### config.mk
export PLATFORM = sky130hd
export DESIGN_NAME = mac_accumulate_stage
export DESIGN_NICKNAME = d
export VERILOG_FILES = /design/src/rtl/mac_accumulate_stage.sv
export SDC_FILE = /design/constraint.sdc
export NUM_CORES = 1
export LEC_CHECK = 0
export CAP_MARGIN = 5
export CORE_ASPECT_RATIO = 1.4
export CORE_UTILIZATION = 55
export CTS_CLUSTER_SIZE = 12
export DETAILED_ROUTE_END_ITERATION = 8
export DONT_BUFFER_PORTS = 1
export HOLD_SLACK_MARGIN = 0.02
export PLACE_DENSITY = 0.7
export REMOVE_ABC_BUFFERS = 1
export SETUP_SLACK_MARGIN = 0.3
export SYNTH_ARGS = -nofsm -noshare
export SYNTH_HDL_FRONTEND = slang
export SYNTH_SLANG_ARGS = --single-unit
### constraint.sdc
create_clock -name clk -period 5.4 [get_ports clk]
set_clock_uncertainty 0.15 [all_clocks]
set_input_delay 0.27 -clock clk [delete_from_list [all_inputs] [get_ports clk]]
set_output_delay 0.27 -clock clk [all_outputs]
set_load 0.02 [all_outputs]
### src/rtl/mac_accumulate_stage.sv
// Accumulates bursts of unsigned multiplier products into a wider sum.
// A burst closes on prod_last or at MAX_TERMS; the result is held on a valid/ready output.
module mac_accumulate_stage #(
  parameter int PROD_WIDTH = 8,
  parameter int ACC_WIDTH  = 16,
  parameter int MAX_TERMS  = 16,
  parameter int SATURATE   = 0
) (
  input  logic                             clk,
  input  logic                             reset,
  input  logic [PROD_WIDTH-1:0]            prod_in,
  input  logic                             prod_valid,
  input  logic                             prod_last,
  output logic                             prod_ready,
  output logic [ACC_WIDTH-1:0]             acc_out,
  output logic [$clog2(MAX_TERMS+1)-1:0]   term_count,
  output logic                             overflow,
  output logic                             out_valid,
  input  logic                             out_ready
);

  localparam int CW = $clog2(MAX_TERMS+1);
  localparam logic [CW-1:0] MAX_CNT = CW'(MAX_TERMS);

  typedef enum logic [1:0] {IDLE, ACCUM, HOLD} state_t;

  state_t                state;
  logic [ACC_WIDTH-1:0]  acc;
  logic [CW-1:0]         count;
  logic                  ovf;

  logic                  accept;
  logic [ACC_WIDTH:0]    sum;
  logic                  carry;
  logic [ACC_WIDTH-1:0]  acc_next;
  logic [CW-1:0]         count_next;
  logic                  ovf_next;
  logic                  close_burst;

  assign prod_ready = !reset && (state != HOLD);
  assign accept     = prod_valid && prod_ready;

  // count is zero in IDLE, so the MAX_CNT compare also covers MAX_TERMS == 1
  always_comb begin
    sum         = {1'b0, acc} + {{(ACC_WIDTH+1-PROD_WIDTH){1'b0}}, prod_in};
    carry       = sum[ACC_WIDTH];
    acc_next    = sum[ACC_WIDTH-1:0];
    if (carry && (SATURATE != 0))
      acc_next  = '1;
    count_next  = count + 1'b1;
    ovf_next    = ovf | carry;
    close_burst = prod_last || (count_next == MAX_CNT);
  end

  always_ff @(posedge clk) begin
    if (reset) begin
      state      <= IDLE;
      acc        <= '0;
      count      <= '0;
      ovf        <= 1'b0;
      acc_out    <= '0;
      term_count <= '0;
      overflow   <= 1'b0;
      out_valid  <= 1'b0;
    end else begin
      case (state)
        IDLE, ACCUM: begin
          if (accept) begin
            if (close_burst) begin
              acc_out    <= acc_next;
              term_count <= count_next;
              overflow   <= ovf_next;
              out_valid  <= 1'b1;
              acc        <= '0;
              count      <= '0;
              ovf        <= 1'b0;
              state      <= HOLD;
            end else begin
              acc        <= acc_next;
              count      <= count_next;
              ovf        <= ovf_next;
              state      <= ACCUM;
            end
          end
        end
        HOLD: begin
          if (out_ready) begin
            out_valid <= 1'b0;
            state     <= IDLE;
          end
        end
        default: state <= IDLE;
      endcase
    end
  end

endmodule

### Yosys cells after proc, flatten, opt, wreduce, memory -nomap -nowiden

Index checks and enable logic that the tools add are counted.

* register bits: 47
* input port bits: 13
* output and inout bits: 24

* $add $sub $neg: 2
* equality and inequality tests: 7
* mux-type cells: 11
* bitwise gates (word level): 1
* reductions and logical operators: 11

Operator list (number)
* adder 16 x 8 -> 17 bit: 1
* two-way mux 16 bit: 1
* inequality test 2 bit (second input constant): 4
* two-way mux 2 bit: 3
* adder 5 x 1 -> 5 bit (second input constant): 1
* equality test 5 bit (second input constant): 1
* two-way mux 5 bit: 1
* two-way mux 1 bit: 4
* case mux 2 bit (2 select lines): 1
* AND reduction 2 bit: 2
* AND reduction 4 bit: 1
* AND reduction 3 bit: 1
* equality test 2 x 1 -> 1 bit (second input constant): 1
* equality test 2 bit (second input constant): 1
* logical AND 1 bit: 2
* zero test 2 bit: 1
* case mux 1 bit (2 select lines): 1
* nonzero test 2 bit: 1
* OR reduction 2 bit: 1
* zero test 1 bit: 1
* logical OR 1 bit: 1
* bitwise OR 1 bit: 1

### Logic depth before layout (Yosys ltp)

Gate-level depths: netlist of run 1.

* depth after elaboration: 6
* mapped depth: 7
* mapped depth without buffers: 7

### Worst setup path after synthesis of run 1

Ideal clock, no wire load.

* path type: register -> register
* start: register acc[0]
* end: register ovf
* arrival time: 1812 ps
* path slack: 3307 ps
* cell stages (with the launch flop): 8
* cell sequence: dfxtp_1 -> ha_1 -> fa_1 -> a211oi_1 -> o211ai_2 -> o21a_1 -> a41oi_1 -> nor3_1

* word-level cells in the longest chain between the ends: 3

RTL lines
* start, declared: RTL line 28 `logic [ACC_WIDTH-1:0] acc;`
* start signal, assigned: RTL line 79 `acc <= acc_next;`
* adder 16 x 8 -> 17 bit: RTL line 45 `sum = {1'b0, acc} + {{(ACC_WIDTH+1-PROD_WIDTH){1'b0}}, prod_in};`
* bitwise OR 1 bit: RTL line 51 `ovf_next = ovf | carry;`
* two-way mux 1 bit: RTL line 69 `if (close_burst) begin`
* end signal, assigned: RTL line 81 `ovf <= ovf_next;`
* end, declared: RTL line 30 `logic ovf;`

No other way between the ends.
A chain may end at the register's enable or synchronous reset.

### Worst setup path after layout of run 1

* start: register state[1]
* end: register acc[10]

* word-level cells in the longest chain between the ends: 4
* elaborated cells on any way between the ends: 7
* classes of those cells: 2 x eq/ne; 5 x reduce/logical

RTL lines
* start, declared: RTL line 27 `state_t state;`
* start signal, assigned: RTL line 57 `state <= IDLE;`
* start signal, assigned: RTL line 77 `state <= HOLD;`
* start signal, assigned: RTL line 82 `state <= ACCUM;`
* inequality test 2 bit: RTL line 40 `assign prod_ready = !reset && (state != HOLD);`
* logical AND 1 bit: RTL line 40
* logical AND 1 bit: RTL line 41 `assign accept = prod_valid && prod_ready;`
* AND reduction 2 bit (no line) *

Mark *: on every way between the ends. The rest lies on a longest branch, timed or not.

==> flow_results.org, run 1 <==
** Routing
- After detailed routing, the total wire length is between 4000 and 5000 microns.
- For this run, the detailed router's first-pass iteration total came to 6.
- For this run, design rule violations remaining after detail routing come to 4.
- Dividing the detail-routed via count by the number of cells gives between 6 and 7.
- Once detail routing completed, the nets flagged for antenna violations numbered 0.
- After detailed routing, the average wire length per cell comes to 15.6 microns.
- Detailed routing inserted a total of roughly 2000 vias.
- Number of violations reported at the end of detailed-routing iteration 0 :: 69

** Setup path
- STA classifies the critical path startpoint as a flop.
- Critical path's largest stage delay :: approximately 0.96 ns
- STA classifies the critical path endpoint as a flop.
- Endpoint required time on the critical path :: ~5.5 ns
- The worst setup path is of the reg -> reg kind.
- Critical path data arrival time :: roughly 2.6 ns
- Cell breakdown of the critical path :: nor2_1, nand2_1, a311oi_4, or3b_1, a31oi_1
- The largest individual stage delay along the critical path comes from the cell sky130_fd_sc_hd__a311oi_4.
- R2R setup slack :: about 2.8 ns
- In this run the worst path has a maximum fanout of 19.

** Power
- Of the total power, the share spent switching nets is 0.230.
- The internal power of the cells totals 0.000565 W.
- Pwr per Cell Area :: 286 nW/um^2
- In this run the static leakage power is ~0.98 nW.
- In this run the power spent charging and discharging nets is 0.000169 W.
- Of the total power, combinational logic draws 0.088.
- VDD sags by at most 170 uV.
- The share of total power dissipated in sequential elements is 0.503.
- Of the total power, the clock network draws 0.408.

** Place
- Number of I/O port buffers :: 0
- Routability congestion estimate from global placement :: 0.813
- Cell area reported after detailed placement :: 2400 sq um
- HPWL after detailed placement :: around 3400 microns

** Synth
- Synthesis produced a netlist whose cell count is 278.
- In this run, synthesis produced a sequential element count of 47.
- Cell taking the most area after synthesis :: sky130_fd_sc_hd__dfxtp_1
- Total number of yosys warnings :: 0
- Flip-flop cell with the highest count after synthesis :: sky130_fd_sc_hd__dfxtp_1
- The cell area that synthesis handed to floorplanning was roughly 2400 sq um.
- The average instance in the mapped netlist occupies ~8.6 sq um.
- By area the synthesized netlist is led by sky130_fd_sc_hd__dfxtp_1, sky130_fd_sc_hd__mux2i_1, sky130_fd_sc_hd__ha_1.
- The share of synthesized area in the top cell type comes to 0.391.
- Top-count cell post-synth :: sky130_fd_sc_hd__dfxtp_1
- Post-synthesis async set-or-reset flop share :: 0
- The share of the Yosys chip area taken by registers is 0.391.
- Counting flops with a built-in enable in the synthesized netlist gives 0.
- Synth top cells by count :: sky130_fd_sc_hd__dfxtp_1, sky130_fd_sc_hd__nand2_1, sky130_fd_sc_hd__nor2_1
- After synthesis, the netlist uses 48 different library cells.

** Floorplanning
- Core Area :: 4200 sq um
- Die height :: around 80 microns
- 37 I/O pins were placed.
- Die span in x :: ~58 microns
- Starting density of the core :: 0.572
- Count of standard-cell rows :: 28
- The die covers 4640 sq um.

** Timing
- At the pin with the least slew margin, the transition time is around 1 ns.
- Maximum clock frequency :: between 300 and 400 MHz
- Final Hold Vio Count :: 0
- Number of endpoints failing setup at the final stage :: 0
- Sum Neg Setup Slack :: 0 ns
- Measured against its own limit, the worst slew margin works out to 0.332.
- Min Tclk post-route :: between 2 and 3 ns
- RSZ-0062 raised after global routing :: false
- Number of pins exceeding their max-slew limit in the final report :: 0
- Dividing the final minimum period by the clock period gives 0.476.

** Clocking
- Gates resized during post-CTS repair numbered 0.
- In this run the number of H-tree levels came out at 2.
- The tree is rooted in a sky130_fd_sc_hd__clkbuf_8.
- Clock net sink count :: 47
- CTS buffer count :: 5
- TritonCTS built the clock tree.
- In this run the post-CTS setup repair buffer count came out at 0.
- Hold_buf cts :: 3
- Clock insertion delay at the later pin of the skew report :: roughly 0.30 ns
- Clock Pin Slew Worst Setup and Hold Paths :: approximately 0.09 ns
- Number of buffers between clock root and the deepest sink :: 2

** GRT
- Number of antenna violations at the first check in global routing :: 0
- The via count of the first global-routing pass came to between 1500 and 2000.
- The first global-routing pass estimated between 8000 and 9000 microns of wire.
- For this run the aggregate overflow at the end of global routing stands at 0.
- Maximum number of pins on one net before global-route repair :: 29
- Global routing usage summed across all routing layers :: 0.230

** Min path
- In this run the worst hold path is classified as in -> reg.

** Outcome
- The checks that failed: design-rule violations.
- The flow ran to the end, but the final reports show violations.

** Cells and area
- Area delta synth->final :: 6.61%
- The number of antenna diodes in the final layout is 0.
- Final design instance area without fill :: about 2600 sq um
- Fin nets :: slightly below 300
- Share of final-layout standard cells stronger than drive strength 1 :: 0.0476

** Run
- Total of max-cap violations :: 0
-- sequential cells by signal, indices dropped and copies added (netlist names) --
register,cells
acc_out,16
state,2
overflow,1
term_count,5
count,5
ovf,1
out_valid,1
acc,16
-- power groups by stage --
stage	combinational, W	sequential [W]	clock [W]
after floorplan	0.0000481	0.000376	0
after global placement	0.0000590	0.000377	0
after detailed placement	0.0000596	0.000377	0
after CTS	0.0000649	0.000369	0.000308
after global routing	0.0000728	0.000370	0.000325
final	0.0000649	0.000369	0.000300
-- per-stage QoR --
stage	utilization	total power (W)	worst slack, ns	std cells	hold slack (ns)
after floorplan	-	0.000424	3.11	261	0.189
after global placement	0.571	0.000436	2.93	307	0.196
after detailed placement	0.571	0.000437	2.89	307	0.197
after CTS	0.610	0.000742	2.82	318	0.0264
after global routing	0.610	0.000768	2.62	318	0.0298
final	0.610	0.000733	2.83	318	0.0255
-- cells by family after synthesis --
kind of cell | Yosys count | synth area share
AND/OR/NAND/NOR | 85 | 0.170
AO/OA/AOI/OAI | 84 | 0.242
flip-flops | 47 | 0.391
buffers and inverters | 27 | 0.0437
multiplexers | 13 | 0.0541
XOR/XNOR | 12 | 0.0437
adder cells (fa/ha/maj) | 10 | 0.0552
-- cells in the final DEF (no fill, tap or decap), types with 3 or more instances in the layout --
cell and instances:
sky130_fd_sc_hd__a21o_1 4, sky130_fd_sc_hd__dlygate4sd3_1 3, sky130_fd_sc_hd__o21ai_0 19, sky130_fd_sc_hd__nand2_1 26, sky130_fd_sc_hd__nand4_1 3, sky130_fd_sc_hd__o21a_1 3, sky130_fd_sc_hd__ha_1 9, sky130_fd_sc_hd__and3_1 4
sky130_fd_sc_hd__dfxtp_1 47, sky130_fd_sc_hd__clkbuf_8 5, sky130_fd_sc_hd__xor2_1 7, sky130_fd_sc_hd__o211ai_1 4, sky130_fd_sc_hd__nor2_1 23, sky130_fd_sc_hd__a31oi_1 3, sky130_fd_sc_hd__inv_1 10, sky130_fd_sc_hd__a22oi_1 8
sky130_fd_sc_hd__a211oi_1 3, sky130_fd_sc_hd__mux2i_1 13, sky130_fd_sc_hd__nand3_1 14, sky130_fd_sc_hd__xnor2_1 5, sky130_fd_sc_hd__a21oi_1 20
-- per-layer routing --
layer | track usage | routed length (microns) | up-vias
met1 | 0.274 | 2280 | 936
li1 | - | - | 997
met4 | 0.0762 | 67 | 0
met3 | 0.0419 | 161 | 6
met5 | 0 | 0 | -
met2 | 0.409 | 2460 | 40
-- worst paths after layout --
kind | to | cells after the start | from
setup / recovery | acc[10]$_SDFFE_PP0P_ | 5 | state[1]$_SDFFE_PP0P_
hold / removal | state[1]$_SDFFE_PP0P_ | 3 | out_ready
setup reg to reg | acc[10]$_SDFFE_PP0P_ | 5 | state[1]$_SDFFE_PP0P_
hold reg to reg | acc[7]$_SDFFE_PP0P_ | 2 | acc[7]$_SDFFE_PP0P_
-- worst max-delay path, delay by kind of cell (launching register included) --
| kind | cells | cell delay (ns) |
|---|---|---|
| flip-flops | 1 | 0.35 |
| AND/OR/NAND/NOR | 3 | 0.88 |
| AO/OA/AOI/OAI | 2 | 1.11 |
-- layout make-up --
type | instances | area [sq um]
Fill cell | 391 | 1640
Clock inverter | 2 | 60.1
Multi-Input combinational cell | 204 | 1360
Sequential cell | 47 | 941
Tap cell | 45 | 56.3
Timing Repair Buffer | 4 | 37.5
Clock buffer | 6 | 72.6
Inverter | 10 | 37.5
No activity file was read; power rests on OpenSTA's default activity.
==> inputs of run 2 (changes only) <==
--- a/config.mk
+++ b/config.mk
@@ -12,7 +12,7 @@
 export DETAILED_ROUTE_END_ITERATION = 8
 export DONT_BUFFER_PORTS = 1
 export HOLD_SLACK_MARGIN = 0.02
-export PLACE_DENSITY = 0.7
+export PLACE_DENSITY = 0.73
 export REMOVE_ABC_BUFFERS = 1
 export SETUP_SLACK_MARGIN = 0.3
 export SYNTH_ARGS = -nofsm -noshare
==> constraint.sdc (replaced) <==
create_clock -name clk -period 2.2 [get_ports clk]
set_clock_uncertainty 0.15 [all_clocks]
set_input_delay 0.11 -clock clk [delete_from_list [all_inputs] [get_ports clk]]
set_output_delay 0.11 -clock clk [all_outputs]
set_load 0.02 [all_outputs]
==> flow_results.org, run 2 (synthesis gave the netlist of run 1 again) <==
** Routing
- DRC viols :: 3 (-1)
- Post-detailed-routing wire length :: 5990 microns (+20%)
- The total via count in the routed design is 2114 (+6.8%).
- The post-route antenna net violation count is 0 (unchanged).
- The number of vias per cell after detailed routing was 6.18 (-0.67%).
- Drt wl/cell :: 17.5 microns (+12%)
- Number of violations reported at the end of detailed-routing iteration 0 :: 96 (+39%)
- Number of iterations in the first detailed-routing pass :: 6 (unchanged)

** Power
- The leakage power was 1.08 nW (+11%).
- Peak ir drop on the vdd network :: 387 uV (+130%)
- Pwr per Cell Area :: 566 nW/um^2 (+98%)

** Cells and area
- Relative to the synthesized area, the layout overhead comes to 22.1%.
- The library cell used most frequently in the layout, excluding fill and tap cells, is sky130_fd_sc_hd__dfxtp_1.
- Share of final-layout standard cells stronger than drive strength 1 :: 0.202 (+0.154)
- Combined area of the multi-input logic cells :: 1540 sq um (+13%)
- Top library cells by usage in the layout, fill and taps aside :: sky130_fd_sc_hd__dfxtp_1, sky130_fd_sc_hd__nand2_1, sky130_fd_sc_hd__nor2_1, sky130_fd_sc_hd__a21oi_1, sky130_fd_sc_hd__buf_4
- In the final layout, the registers with the most flip-flops are acc: 16 flops, acc_out: 16 flops.
- Sequential cell area :: 945 sq um (+0.40%)
- Filler Cells Inserted :: 333 (-15%)
- The final layout net count is 319 (+8.1%).
- Antenna cells :: 0 (unchanged)

** Timing
- Number of endpoints failing setup at the final stage :: 0 (unchanged)
- Relative slew margins :: 0.583 (+0.251)
- The slack of the critical path is 0.152 ns (-2.68 ns).
- Share of the clock period used by the worst path after layout :: 0.931 (+0.455)
- Slew of the pin with the lowest slew margin :: 0.625 ns (-0.374 ns)
- Sum Neg Setup Slack :: 0 ns (unchanged)
- RSZ-0062 raised after global routing :: true
- The fmax came to 488 MHz (+26%).
- The final hold violation count came to 0 (unchanged).
- The tightest hold margin is 0.0301 ns (+0.00459 ns).
- Number of pins exceeding their max-slew limit in the final report :: 0 (unchanged)
- Min Tclk post-route :: 2.05 ns (-0.522 ns)

** Setup path
- Startpoint class of the critical path :: flop
- Worst path slowest cell :: sky130_fd_sc_hd__fa_2
- The critical path is of the reg -> reg type.
- STA classifies the critical path endpoint as a flop.
- Cell breakdown of the critical path :: ha_4, fa_2, a211oi_4, buf_4, o21ai_1, xor2_1, a22oi_1, nor2_1
- The worst-path maximum fanout came to 2 (-17).
- The arrival time of the worst setup path came to 2.10 ns (-0.54 ns).
- The data required time of the critical path is 2.25 ns (-3.22 ns).
- The critical path's largest stage delay is 0.37 ns (-0.59 ns).

** Min path
- HP Class :: in -> reg

** Clocking
- The number of H-tree branching levels came to 2 (unchanged).
- Clock net sink count :: 47 (unchanged)
- The number of buffers added by the clock tree synthesis step came to 5 (unchanged).
- Root Buffer Master :: sky130_fd_sc_hd__clkbuf_8
- The clock latency at the later pin of the worst-skew pair came to 0.31 ns (about the same).
- Clock tree from TritonCTS :: built
- Number of buffers between clock root and the deepest sink :: 2 (unchanged)
- Clock Pin Slew Worst Setup and Hold Paths :: 0.09 ns (about the same)

** GRT
- The residual overflow from global routing was 0 (unchanged).
- Number of antenna violations at the first check in global routing :: 0 (unchanged)
- Global routing usage summed across all routing layers :: 0.249 (+0.0189)
- Maximum number of pins on one net before global-route repair :: 33 (+14%)
- Number of global-route vias before repair :: 1978 (+5.5%)
- The first-pass GRT wire length came to 9000 microns (+8.1%).

** Outcome
- The flow ran to the end, but the final reports show violations.
- The checks that failed: design-rule violations.

** Floorplanning
- Die height :: 80.2 microns (unchanged)
- Core Area :: 4200 sq um (unchanged)
- The I/O pin total is 37 (unchanged).
- Count of standard-cell rows :: 28 (unchanged)
- Starting density of the core :: 0.572 (unchanged)
- The width of the die was 57.9 microns (unchanged).
- The area enclosed by the die boundary is 4640 sq um (unchanged).

** Place
- The port buffer count was 0 (unchanged).
- HPWL after detailed placement :: 3600 microns (+6.9%)
- Worst slack after detailed placement :: -0.0180 ns (-2.90 ns)
- Routability congestion estimate from global placement :: 0.862 (+6.0%)

** Run
- Total of max-cap violations :: 0 (unchanged)
-- run 2: changes by cell type in the layout (fill, tap and decap cells not counted), sizes merged --
cell,previous run,this run
clkbuf,6,7
clkinv,0,1
dlygate4sd3,3,6
buf,1,21
clkinvlp,0,1
bufinv,2,0
-- run 2: stage by stage --
stage          power, W   util  cells  instance area, sq um
5_1_grt         0.00172  0.698    342                  2930
3_5_place_dp    0.00109  0.590    316                  2480
2_1_floorplan   0.00104      -    261                  2340
3_3_place_gp    0.00108  0.590    316                  2480
4_1_cts         0.00162  0.650    330                  2730
6_report        0.00166  0.698    342                  2930
-- run 2: where the power goes --
part | leakage (nW) | internal, W | switching, W
clock network | 0.0412 | 0.000223 | 0.000299
registers | 0.382 | 0.000874 | 0.0000351
logic | 0.660 | 0.000106 | 0.000123
total | 1.08 | 0.00120 | 0.000457
-- run 2: cell type report --
type / count / share of cell area
Clock buffer: 6 / 0.0247
Inverter: 10 / 0.0128
Timing Repair Buffer: 28 / 0.0938
Multi-Input combinational cell: 204 / 0.523
Sequential cell: 47 / 0.322
Clock inverter: 2 / 0.00426
Tap cell: 45 / 0.0192
-- run 2: per-layer routing --
metal	up-vias	part of all wire	track usage
li1	1049	-	-
met2	41	0.52	0.417
met5	-	0	0
met3	11	0.036	0.0499
met1	1013	0.43	0.311
met4	0	0.017	0.0929
-- run 2: final timing paths --
check                                         start                 endpoint  slack [ns]  depth (start not counted)
worst max-delay path            acc[0]$_SDFFE_PP0P_      acc[6]$_SDFFE_PP0P_        0.15                          8
worst min-delay path                     prod_in[6]  acc_out[6]$_SDFFE_PP0P_        0.03                          4
worst max register to register  acc[0]$_SDFFE_PP0P_      acc[6]$_SDFFE_PP0P_        0.15                          8
worst min register to register  acc[7]$_SDFFE_PP0P_      acc[7]$_SDFFE_PP0P_        0.33                          2
-- run 2: worst max-delay path: cells and delay by family (launching register included) --
kind | cells | cell delay, ns
xor+xnor | 1 | 0.17
fa+ha+maj | 2 | 0.53
flops | 1 | 0.35
simple gates | 1 | 0.06
compound gates | 3 | 0.53
buf+inv | 1 | 0.16
-- run 2: timing repair --
action	CTS	global route
cloned	0	1
resized for setup	21	15
hold buffers	4	3
hold endpoints to repair	36	27
pin swaps	13	11
buffers inserted	2	8
endpoints found under the setup margin	22	34
